$ cat src/rtl/apb_reg_pkg.sv
// apb_reg_pkg: shared FSM type, error-counter address and byte-lane merge helper.
// ERR_CNT_ADDR is only decoded when APB_REG_ERR_CNT_EN is defined.
package apb_reg_pkg;

    typedef enum logic [1:0] {
        IDLE = 2'd0,
        WAIT = 2'd1,
        DONE = 2'd2
    } state_t;

    localparam logic [9:0] ERR_CNT_ADDR = 10'd4;

    function automatic logic [31:0] byte_merge(
        input logic [31:0] old_v,
        input logic [31:0] new_v,
        input logic [3:0]  strb
    );
        logic [31:0] r;
        for (int b = 0; b < 4; b++) begin
            r[8*b +: 8] = strb[b] ? new_v[8*b +: 8] : old_v[8*b +: 8];
        end
        return r;
    endfunction

endpackage

$ cat src/rtl/apb_reg_bank_if.sv
// apb_reg_bank_if: APB3/APB4 bus bundle between interconnect and register bank.
// master drives the request side, slave drives pready/prdata/pslverr.
interface apb_reg_bank_if #(
    parameter int ADDR_WIDTH = 10
);
    logic [ADDR_WIDTH-1:0] paddr;
    logic                  psel;
    logic                  penable;
    logic                  pwrite;
    logic [31:0]           pwdata;
    logic [3:0]            pstrb;
    logic                  pready;
    logic [31:0]           prdata;
    logic                  pslverr;

    modport master (
        output paddr, psel, penable, pwrite, pwdata, pstrb,
        input  pready, prdata, pslverr
    );

    modport slave (
        input  paddr, psel, penable, pwrite, pwdata, pstrb,
        output pready, prdata, pslverr
    );
endinterface

$ cat src/rtl/apb_status_w1c.sv
// apb_status_w1c: sticky status bits, set by pulses and cleared by W1C writes.
// A set pulse in the same cycle as a clear keeps the bit set.
module apb_status_w1c
    import apb_reg_pkg::*;
#(
    parameter int WIDTH = 8
) (
    input  logic             pclk,
    input  logic             preset_n,
    input  logic [WIDTH-1:0] set_bits,
    input  logic [WIDTH-1:0] clr_bits,
    output logic [WIDTH-1:0] q
);

    always_ff @(posedge pclk or negedge preset_n) begin
        if (!preset_n) begin
            q <= '0;
        end else begin
            q <= (q & ~clr_bits) | set_bits;
        end
    end

endmodule

$ cat src/rtl/apb_reg_bank.sv
// apb_reg_bank: APB slave with byte-strobed data regs, config reg and W1C status.
// Define APB_REG_ERR_CNT_EN to add a saturating pslverr counter at ERR_CNT_ADDR.
module apb_reg_bank
    import apb_reg_pkg::*;
#(
    parameter int                    ADDR_WIDTH       = 10,
    parameter int                    DATA_REG_NUM     = 4,
    parameter logic [ADDR_WIDTH-1:0] DATA_REG_ADDR    = ADDR_WIDTH'(8),
    parameter logic [ADDR_WIDTH-1:0] CONFIG_REG_ADDR  = ADDR_WIDTH'(6),
    parameter logic [ADDR_WIDTH-1:0] STATUS_REG_ADDR  = ADDR_WIDTH'(7),
    parameter int                    CONFIG_REG_WIDTH = 8,
    parameter int                    STATUS_REG_WIDTH = 8,
    parameter int                    WAIT_STATES      = 1
) (
    input  logic                          pclk,
    input  logic                          preset_n,
    apb_reg_bank_if.slave                 apb,
    output logic [CONFIG_REG_WIDTH-1:0]   config_o,
    input  logic [STATUS_REG_WIDTH-1:0]   status_i,
    output logic [DATA_REG_NUM*32-1:0]    data_o,
    output logic [DATA_REG_NUM-1:0]       data_wr_o
);

    localparam logic [3:0] CNT_INIT =
        (WAIT_STATES == 0) ? 4'd0 : 4'(WAIT_STATES - 1);

    state_t                  state_q;
    logic [3:0]              cnt_q;
    logic [ADDR_WIDTH-1:0]   addr_q;
    logic                    wr_q;
    logic                    pready_q;
    logic [31:0]             prdata_q;
    logic                    pslverr_q;

    logic [31:0]             data_q [DATA_REG_NUM];
    logic [DATA_REG_NUM-1:0] data_wr_q;
    logic [CONFIG_REG_WIDTH-1:0] cfg_q;
    logic [STATUS_REG_WIDTH-1:0] st_q;
    logic [STATUS_REG_WIDTH-1:0] st_clr;

    logic                    setup;
    logic                    finish;
    logic                    commit;
    logic                    commit_wr;
    logic [ADDR_WIDTH-1:0]   dec_addr;
    logic                    dec_wr;
    logic                    cfg_hit;
    logic                    st_hit;
    logic                    err_hit;
    logic                    hit_any;
    logic [DATA_REG_NUM-1:0] data_hit;
    logic [31:0]             rd_data;
    logic [31:0]             strb_mask;
    logic [7:0]              err_rd;

    assign setup = apb.psel & ~apb.penable;

    // In IDLE the live bus is decoded so a zero-wait transfer completes
    // straight out of the setup cycle; afterwards the latched request is used.
    assign dec_addr = (state_q == IDLE) ? apb.paddr : addr_q;
    assign dec_wr   = (state_q == IDLE) ? apb.pwrite : wr_q;

    assign commit    = (state_q == DONE) & apb.psel;
    assign commit_wr = commit & wr_q;

    always_comb begin
        finish = 1'b0;
        case (state_q)
            IDLE:    finish = setup && (WAIT_STATES == 0);
            WAIT:    finish = apb.psel && (cnt_q == 4'd0);
            default: finish = 1'b0;
        endcase
    end

    always_comb begin
        data_hit = '0;
        for (int k = 0; k < DATA_REG_NUM; k++) begin
            data_hit[k] = (dec_addr == DATA_REG_ADDR + ADDR_WIDTH'(k));
        end
    end

    assign cfg_hit = (dec_addr == CONFIG_REG_ADDR);
    assign st_hit  = (dec_addr == STATUS_REG_ADDR);
    assign hit_any = cfg_hit | st_hit | err_hit | (|data_hit);

    always_comb begin
        rd_data = '0;
        if (cfg_hit) rd_data = 32'(cfg_q);
        if (st_hit)  rd_data = 32'(st_q);
        if (err_hit) rd_data = 32'(err_rd);
        for (int k = 0; k < DATA_REG_NUM; k++) begin
            if (data_hit[k]) rd_data = data_q[k];
        end
    end

    always_ff @(posedge pclk or negedge preset_n) begin
        if (!preset_n) begin
            state_q   <= IDLE;
            cnt_q     <= 4'd0;
            addr_q    <= '0;
            wr_q      <= 1'b0;
            pready_q  <= 1'b0;
            prdata_q  <= '0;
            pslverr_q <= 1'b0;
        end else begin
            pready_q  <= finish;
            prdata_q  <= (finish && hit_any && !dec_wr) ? rd_data : '0;
            pslverr_q <= finish && !hit_any;
            case (state_q)
                IDLE: begin
                    if (setup) begin
                        addr_q  <= apb.paddr;
                        wr_q    <= apb.pwrite;
                        cnt_q   <= CNT_INIT;
                        state_q <= (WAIT_STATES == 0) ? DONE : WAIT;
                    end
                end
                WAIT: begin
                    if (!apb.psel) begin
                        state_q <= IDLE;
                    end else if (cnt_q == 4'd0) begin
                        state_q <= DONE;
                    end else begin
                        cnt_q <= cnt_q - 4'd1;
                    end
                end
                default: state_q <= IDLE;
            endcase
        end
    end

    always_ff @(posedge pclk or negedge preset_n) begin
        if (!preset_n) begin
            for (int k = 0; k < DATA_REG_NUM; k++) begin
                data_q[k] <= '0;
            end
            data_wr_q <= '0;
            cfg_q     <= '0;
        end else begin
            for (int k = 0; k < DATA_REG_NUM; k++) begin
                data_wr_q[k] <= commit_wr && data_hit[k] && (|apb.pstrb);
                if (commit_wr && data_hit[k]) begin
                    data_q[k] <= byte_merge(data_q[k], apb.pwdata, apb.pstrb);
                end
            end
            if (commit_wr && cfg_hit) begin
                cfg_q <= CONFIG_REG_WIDTH'(
                    byte_merge(32'(cfg_q), apb.pwdata, apb.pstrb));
            end
        end
    end

    assign strb_mask = {{8{apb.pstrb[3]}}, {8{apb.pstrb[2]}},
                        {8{apb.pstrb[1]}}, {8{apb.pstrb[0]}}};

    assign st_clr = (commit_wr && st_hit)
                  ? STATUS_REG_WIDTH'(apb.pwdata & strb_mask)
                  : '0;

    apb_status_w1c #(
        .WIDTH (STATUS_REG_WIDTH)
    ) u_status (
        .pclk     (pclk),
        .preset_n (preset_n),
        .set_bits (status_i),
        .clr_bits (st_clr),
        .q        (st_q)
    );

`ifdef APB_REG_ERR_CNT_EN
    logic [7:0] err_cnt_q;

    assign err_hit = (dec_addr == ADDR_WIDTH'(ERR_CNT_ADDR));
    assign err_rd  = err_cnt_q;

    // A clearing write beats an increment landing in the same cycle.
    always_ff @(posedge pclk or negedge preset_n) begin
        if (!preset_n) begin
            err_cnt_q <= 8'd0;
        end else if (commit_wr && err_hit && apb.pstrb[0]) begin
            err_cnt_q <= 8'd0;
        end else if (commit && pslverr_q && err_cnt_q != 8'hFF) begin
            err_cnt_q <= err_cnt_q + 8'd1;
        end
    end
`else
    assign err_hit = 1'b0;
    assign err_rd  = 8'd0;
`endif

    for (genvar k = 0; k < DATA_REG_NUM; k++) begin : g_data
        assign data_o[32*k +: 32] = data_q[k];
    end

    assign data_wr_o   = data_wr_q;
    assign config_o    = cfg_q;
    assign apb.pready  = pready_q;
    assign apb.prdata  = prdata_q;
    assign apb.pslverr = pslverr_q;

endmodule
$ cat src/flat_wrapper.sv
// flat-port wrapper written by rule: the top's interface ports become plain ports
module apb_reg_bank_flat import apb_reg_pkg::*;
#(
    parameter int                    ADDR_WIDTH       = 10,
    parameter int                    DATA_REG_NUM     = 4,
    parameter logic [ADDR_WIDTH-1:0] DATA_REG_ADDR    = ADDR_WIDTH'(8),
    parameter logic [ADDR_WIDTH-1:0] CONFIG_REG_ADDR  = ADDR_WIDTH'(6),
    parameter logic [ADDR_WIDTH-1:0] STATUS_REG_ADDR  = ADDR_WIDTH'(7),
    parameter int                    CONFIG_REG_WIDTH = 8,
    parameter int                    STATUS_REG_WIDTH = 8,
    parameter int                    WAIT_STATES      = 1
)
  (pclk, preset_n, config_o, status_i, data_o, data_wr_o, apb_paddr, apb_psel, apb_penable, apb_pwrite, apb_pwdata, apb_pstrb, apb_pready, apb_prdata, apb_pslverr);
  apb_reg_bank_if #(.ADDR_WIDTH(ADDR_WIDTH)) apb_i ();
  input  logic pclk;
  input  logic preset_n;
  output logic [CONFIG_REG_WIDTH-1:0] config_o;
  input  logic [STATUS_REG_WIDTH-1:0] status_i;
  output logic [DATA_REG_NUM*32-1:0] data_o;
  output logic [DATA_REG_NUM-1:0] data_wr_o;
  input wire logic [$bits(apb_i.paddr)-1:0] apb_paddr;
  input wire logic [$bits(apb_i.psel)-1:0] apb_psel;
  input wire logic [$bits(apb_i.penable)-1:0] apb_penable;
  input wire logic [$bits(apb_i.pwrite)-1:0] apb_pwrite;
  input wire logic [$bits(apb_i.pwdata)-1:0] apb_pwdata;
  input wire logic [$bits(apb_i.pstrb)-1:0] apb_pstrb;
  output wire logic [$bits(apb_i.pready)-1:0] apb_pready;
  output wire logic [$bits(apb_i.prdata)-1:0] apb_prdata;
  output wire logic [$bits(apb_i.pslverr)-1:0] apb_pslverr;
  assign apb_i.paddr = apb_paddr;
  assign apb_i.psel = apb_psel;
  assign apb_i.penable = apb_penable;
  assign apb_i.pwrite = apb_pwrite;
  assign apb_i.pwdata = apb_pwdata;
  assign apb_i.pstrb = apb_pstrb;
  assign apb_pready = apb_i.pready;
  assign apb_prdata = apb_i.prdata;
  assign apb_pslverr = apb_i.pslverr;
  apb_reg_bank #(.ADDR_WIDTH(ADDR_WIDTH), .DATA_REG_NUM(DATA_REG_NUM), .DATA_REG_ADDR(DATA_REG_ADDR), .CONFIG_REG_ADDR(CONFIG_REG_ADDR), .STATUS_REG_ADDR(STATUS_REG_ADDR), .CONFIG_REG_WIDTH(CONFIG_REG_WIDTH), .STATUS_REG_WIDTH(STATUS_REG_WIDTH), .WAIT_STATES(WAIT_STATES)) u_core (.pclk(pclk), .preset_n(preset_n), .apb(apb_i), .config_o(config_o), .status_i(status_i), .data_o(data_o), .data_wr_o(data_wr_o));
endmodule
$ cat config.mk
export PLATFORM = sky130hd
export DESIGN_NAME = apb_reg_bank_flat
export DESIGN_NICKNAME = d
export VERILOG_FILES = /design/src/rtl/apb_reg_pkg.sv /design/src/rtl/apb_reg_bank_if.sv /design/src/rtl/apb_status_w1c.sv /design/src/rtl/apb_reg_bank.sv /design/src/flat_wrapper.sv
export SDC_FILE = /design/constraint.sdc
export NUM_CORES = 1
export LEC_CHECK = 0
export ABC_AREA = 1
export CORE_ASPECT_RATIO = 1.5
export CORE_UTILIZATION = 39
export DETAILED_ROUTE_END_ITERATION = 8
export PLACE_DENSITY = 0.66
export RECOVER_POWER = 100
export SETUP_SLACK_MARGIN = 0.2
export SLEW_MARGIN = 20
export SYNTH_ARGS = -nofsm -noshare
export SYNTH_HDL_FRONTEND = slang
export SYNTH_HIERARCHICAL = 1
export SYNTH_SLANG_ARGS = --single-unit
$ cat constraint.sdc
create_clock -name pclk -period 2.6 [get_ports pclk]
set_input_delay 0.65 -clock pclk [delete_from_list [all_inputs] [get_ports pclk]]
set_output_delay 0.65 -clock pclk [all_outputs]
set_load 0.005 [all_outputs]
Word level (Yosys, flattened, before mapping)
Cells that the tools add are included.
Cells by class
  add/sub/neg operators: 1
  muxes and demuxes: 19
  bitwise operators: 10
  reductions and logical operators: 41
  eq/ne operators: 12
Operators with widths (count)
  two-way mux 32 bit: 5
  == test 10 x 4 -> 1 bit (second input constant): 4
  AND reduction 2 bit: 19
  two-way mux 8 bit: 3
  == test 10 x 3 -> 1 bit (second input constant): 2
  AND 8 bit: 2
  logical AND 1 bit: 14
  two-way mux 4 bit: 3
  two-way mux 10 bit: 1
  inverter 8 bit: 1
  OR 8 bit: 1
  case mux 4 bit (2 select lines): 1
  OR reduction 4 bit: 2
  two-way mux 2 bit: 3
  logical NOT 4 bit: 1
  != test 2 bit (second input constant): 2
  case mux 2 bit (2 select lines): 1
  AND reduction 4 bit: 1
  subtractor 4 x 1 -> 4 bit (second input constant): 1
  AND 1 bit: 3
  != test 3 x 2 -> 1 bit (second input constant): 1
  == test 2 x 1 -> 1 bit (second input constant): 1
  == test 2 bit (second input constant): 1
  logical NOT 1 bit: 2
  other kinds (6): 8
Storage, ports and cells
  input port bits: 59
  word-level logic and storage cells: 109
  register bits: 199
  output and inout bits: 174

Depth between registers and ports, before layout
  depth after elaboration: 10
  depth in mapped cells: 13
  gate-level depth less buffers: 12

Hierarchy
Netlist, hierarchy kept.
By module, submodules not included
  apb_reg_bank: area an instance 8807.2 µm², cells each 1016, sequential area each 4779.6 µm², times used 1
  apb_status_w1c: area an instance 320.3 µm², cells each 40, sequential area each 200.2 µm², times used 1

Worst setup path after synthesis
No wires, ideal clock.
  path type: input port to flip-flop
  start: input port apb_paddr[8]
  end: register u_core.cfg_q[5] (netlist: u_core/config_o[5])
  library setup time: 0.123 ns
  data arrival time: 1.809 ns
  setup slack: 0.668 ns
  stages on the path: 9
  path buffers: 1
  data required time: 2.477 ns
  cells stage by stage: nor2_1 -> nand2_1 -> nand2_2 -> nand3_1 -> nor2_2 -> nand2_2 -> buf_2 -> nand2_1 -> o21ai_1
Between the ends
  word-level cells in the longest chain between the ends: 4
Ends and longest elaborated chain
  start, declared: line flat_wrapper.sv:21  | input wire logic [$bits(apb_i.paddr)-1:0] apb_paddr;
  two-way mux 10 bit: line apb_reg_bank.sv:60  | assign dec_addr = (state_q == IDLE) ? apb.paddr : addr_q;
  == test 10 x 3 -> 1 bit: line apb_reg_bank.sv:82  | assign cfg_hit = (dec_addr == CONFIG_REG_ADDR);
  logical AND 1 bit: line apb_reg_bank.sv:146  | if (commit_wr && cfg_hit) begin
  AND reduction 2 bit (no source line)
  end signal, assigned: line apb_reg_bank.sv:147  | cfg_q <= CONFIG_REG_WIDTH'(
  end, declared: line apb_reg_bank.sv:37  | logic [CONFIG_REG_WIDTH-1:0] cfg_q;
No other way between the ends.
A chain may end at the register's enable or synchronous reset.

Final worst setup path
  start: register u_core.state_q[0]
  end: register u_core.prdata_q[6] (netlist: u_core/apb.prdata[6])
Between the ends
  word-level cells in the longest chain between the ends: 10
  elaborated cells on any way between the ends: 24
  classes of those cells: 7 x eq/ne; 10 x mux; 2 x bitwise; 5 x reduce/logical
Ends and longest elaborated chain
  start, declared: line apb_reg_bank.sv:27  | state_t state_q;
  start signal, assigned: line apb_reg_bank.sv:115  | state_q <= (WAIT_STATES == 0) ? DONE : WAIT;
  logical NOT 2 bit: line apb_reg_bank.sv:60, apb_reg_bank.sv:61
  two-way mux 10 bit: line apb_reg_bank.sv:60
  == test 10 x 3 -> 1 bit: line apb_reg_bank.sv:82
  two-way mux 8 bit: line apb_reg_bank.sv:88  | if (cfg_hit) rd_data = 32'(cfg_q);
  two-way mux 8 bit: line apb_reg_bank.sv:89  | if (st_hit) rd_data = 32'(st_q);
  two-way mux 32 bit (4 in a row): line apb_reg_bank.sv:92  | if (data_hit[k]) rd_data = data_q[k];
  two-way mux 32 bit *: line apb_reg_bank.sv:107  | prdata_q <= (finish && hit_any && !dec_wr) ? rd_data : '0;
  end signal, assigned: line apb_reg_bank.sv:107
  end, declared: line apb_reg_bank.sv:32  | logic [31:0] prdata_q;
Mark *: on every way between the ends. The rest lies on a longest branch, timed or not.

==> flow_metrics.tcl <==
set metrics [dict create \
    status "finished, final reports clean" \
    worst-slew-pin-transition_ns 1.38 \
    insertion_delay_ns 0.44 \
    relSlewSlack 0.0788 \
    fill_cells 2185 \
    synth_area_mm2 0.00913 \
    post_drt_wl_per_cell_um 16.7 \
    fin_skew_ns 0.00970 \
    multi_input_comb_area_mm2 0.00335 \
    route.top_layer_used "met4" \
    synthesis.yosys.warnings 6 \
    detail_route.wirelength.met1_um 10500 \
    number_of_synthesized_flops_with_an_enable_pin 0 \
    timing.critical_path.arrival_ns 2.70 \
    setup.worst_path.start_class "register" \
    wl_met3_um 1410 \
    die_area_mm2 0.0240 \
    layout-drive-gt1-share 0.0871 \
    crit_path_top_delay_cell "dfrtp_1" \
    worst_path_max_stage_delay_ns 0.45 \
    pin_count_of_the_biggest_net_entering_global_routing 55 \
    cp_cell_sequence "nor2_4, nand2_1, nand2_2, nand3_1, nor2_1, buf_12, nand2_1, nand2_1, o21ai_0, buf_4, a21oi_1" \
    clkTransAtPathRegs_ns 0.07 \
    firstDrtPassIters 5 \
    synth_top_area_share 0.546 \
    coreArea_mm2 0.0230 \
    detail_route.drc_violations 0 \
    grt.total_usage 0.229 \
    area.growth.synth_to_final_pct 36.0 \
    antenna_found_initial 0 \
    rsz0062_at_grt "no" \
    worst_hold_path.num_cells 2 \
    totalWireLength_um 26700 \
    vias_per_cell 4.92 \
    syn-mean-instance-area_um2 8.64 \
    cts.path.max_buffers 2 \
    holdWs_ns 0.471 \
    port-buffer-count 232 \
    dieHeight_um 189 \
    post-dp-hpwl_um 19500 \
    yosys.area_share.adder 0.00137 \
    worst-path-buf-inv 2 \
    first_global_vias 7679 \
    synth_compound_area_frac 0.138 \
    synth-seq-area-share 0.546 \
    maxClockFrequency_mhz 428 \
    synth_top_family_by_area "simple AND/OR/NAND/NOR gates" \
    postSynthNetCount 1116 \
    grt_overflow_total 0 \
    area.sequential_mm2 0.00498 \
    detail-route-antenna-nets 0 \
    timing.final.crit_period_ns 2.34 \
    fin_tns_setup_ns 0 \
    critPathRequiredTime_ns 2.96 \
    synth.mux.area_fraction 0 \
    power_leakage_uw 0.00622 \
    postCtsHoldBufs 0 \
    detailroute.wirelength.met2_um 14000 \
    hold_viol 0 \
    delay_heaviest_family_cp "simple AND/OR/NAND/NOR gates" \
    htree_levels 4 \
    r2r.worst_path.cells 11 \
    drv.max_cap_violation_count 0 \
    drt_first_iter_violations 481 \
    floorplan.die.width_um 127 \
    num_cts_buffers 17 \
    n_antenna_cell 0 \
    critPathKind "reg -> reg" \
    routed-via-count 7873 \
    synth_cell_type_count 34 \
    synth_seq_cells 199 \
    cp_num_cells 11 \
    worst_path_most_repeated_cell "nand2_1" \
    setup_fix_buffers_added_after_clock_tree_synthesis 0 \
    grt_pass1_wl_um 41900 \
    synthFlopType "dfrtp_1" \
    nets 1368 \
    place_congestion 0.971 \
    core.rowCount 68 \
    cts_tree "done" \
    period_share 0.899 \
    holdCritPathClass "reg -> reg" \
    endpoint_class_of_the_critical_path "register" \
    floorplan.io_pins 233 \
    start_util 0.397 \
    total_power_uw 6910 \
    numClockSinks 199 \
    setup_viol_count_final 0 \
    power.density_cell_area_mw_per_mm2 557 \
    top_cells_by_area_synth "dfrtp_1 (55%), nand2_1 (13%), inv_1 (4.6%), o21ai_1 (3.8%), a21oi_1 (3.5%)" \
    postSynthCellCount 1056 \
    xor_xnor_portion_of_the_synthesized_cell_area 0.00192 \
    cts.root.buffer_cell "clkbuf_16" \
    async_flop_share 1.00 \
    irDropWorstVdd_mv 0.434 \
    synthSimpleGateAreaFrac 0.237 \
    synth_area_leader_cell "dfrtp_1" \
    path_max_fanout 12 \
    finalMaxSlewViolations 0 \
]
where the power goes:
part / total (uW) / switching (uW) / internal (uW)
Combinational: 886 / 549 / 337
Sequential: 3320 / 94.0 / 3230
Clock: 2700 / 1230 / 1470
Total: 6910 / 1880 / 5030
Yosys cell counts, types with 6 or more instances:
master	n
inv_1	111
nor2_1	31
clkbuf_1	11
buf_6	12
nand3_1	44
nand2_2	15
a21oi_1	64
nor3_1	12
o21ai_0	58
nand2_4	6
o21ai_2	32
buf_2	15
o21ai_1	70
or2_0	29
dfrtp_1	199
nand2_1	314
final timing paths:
check,start,end,slack [ns]
max in group asynchronous,preset_n,u_core/data_o[98],0.60
worst min-delay path,u_core/u_status/q[1],u_core/u_status/q[1],0.47
min in group asynchronous,preset_n,u_core/data_o[30],0.53
worst max register to register,u_core/state_q[0],u_core/apb.prdata[6],0.26
worst min register to register,u_core/u_status/q[1],u_core/u_status/q[1],0.47
worst max-delay path,u_core/state_q[0],u_core/apb.prdata[6],0.26
sequential cells by signal, summed over array words and instances, names as in the netlist:
register,cells
u_core/data_o,128
u_core/apb.prdata,32
u_core/addr_q,10
u_core/config_o,8
u_core/u_status/q,8
u_core/cnt_q,4
u_core/data_wr_o,4
u_core/state_q,2
u_core/apb.pready,1
u_core/apb.pslverr,1
u_core/wr_q,1
cells in the final DEF, fill, tap and decap left out, types with 14 or more instances in the layout:
cell type          n
nor2_1            32
buf_4             20
inv_1            111
nand2_2           14
clkdlybuf4s50_1   56
dlygate4sd3_1    175
or2_0             29
nand3_1           44
o21ai_0          140
nand2_1          315
dfrtp_1          199
clkbuf_16         17
a21oi_1           64
per-layer routing:
metal	vias to the layer above	GRT usage
li1	3870	-
met1	3700	0.261
met2	259	0.415
met3	44	0.0494
met4	0	0.0916
met5	-	0
worst register-to-register path, cell delays in order, from the launching register on:
cell and delay (ns):
dfrtp_1 0.45, nor2_4 0.28, nand2_1 0.11, nand2_2 0.17
nand3_1 0.16, nor2_1 0.31, buf_12 0.17, nand2_1 0.05
nand2_1 0.09, o21ai_0 0.17, buf_4 0.19, a21oi_1 0.12
layout make-up:
type / count / area share
Sequential cell: 199 / 0.401
Multi-Input combinational cell: 702 / 0.270
Timing Repair Buffer: 273 / 0.217
Clock buffer: 18 / 0.0354
Inverter: 115 / 0.0352
Tap cell: 280 / 0.0282
Clock inverter: 14 / 0.0130
logic make-up (layout without fill, tap and decap cells):
group                      after synthesis  in the layout
and+or+nand+nor                        472            472
AOI/OAI and AO/OA                      227            227
DFF                                    199            199
buffers and inverters                  155            420
xor gates and xnor gates                 2              2
adders and majority gates                1              1
timing repair:
item                       4_1_cts  5_1_grt
cloned                           0        0
setup endpoints to repair        4        1
gates resized for setup          2        0
hold endpoints to repair         0        0
pin swaps                        0        1
through the flow:
stage / utilization / std cells / worst slack [ns] / instance area (um^2)
after floorplan: - / 1056 / 0.668 / 9130
after global placement: 0.521 / 1569 / -0.125 / 12000
after detailed placement: 0.521 / 1569 / -0.116 / 12000
after CTS: 0.548 / 1601 / 0.300 / 12600
after global routing: 0.540 / 1601 / 0.125 / 12400
final: 0.540 / 1601 / 0.263 / 12400
Power figures use the tool's default switching activity.
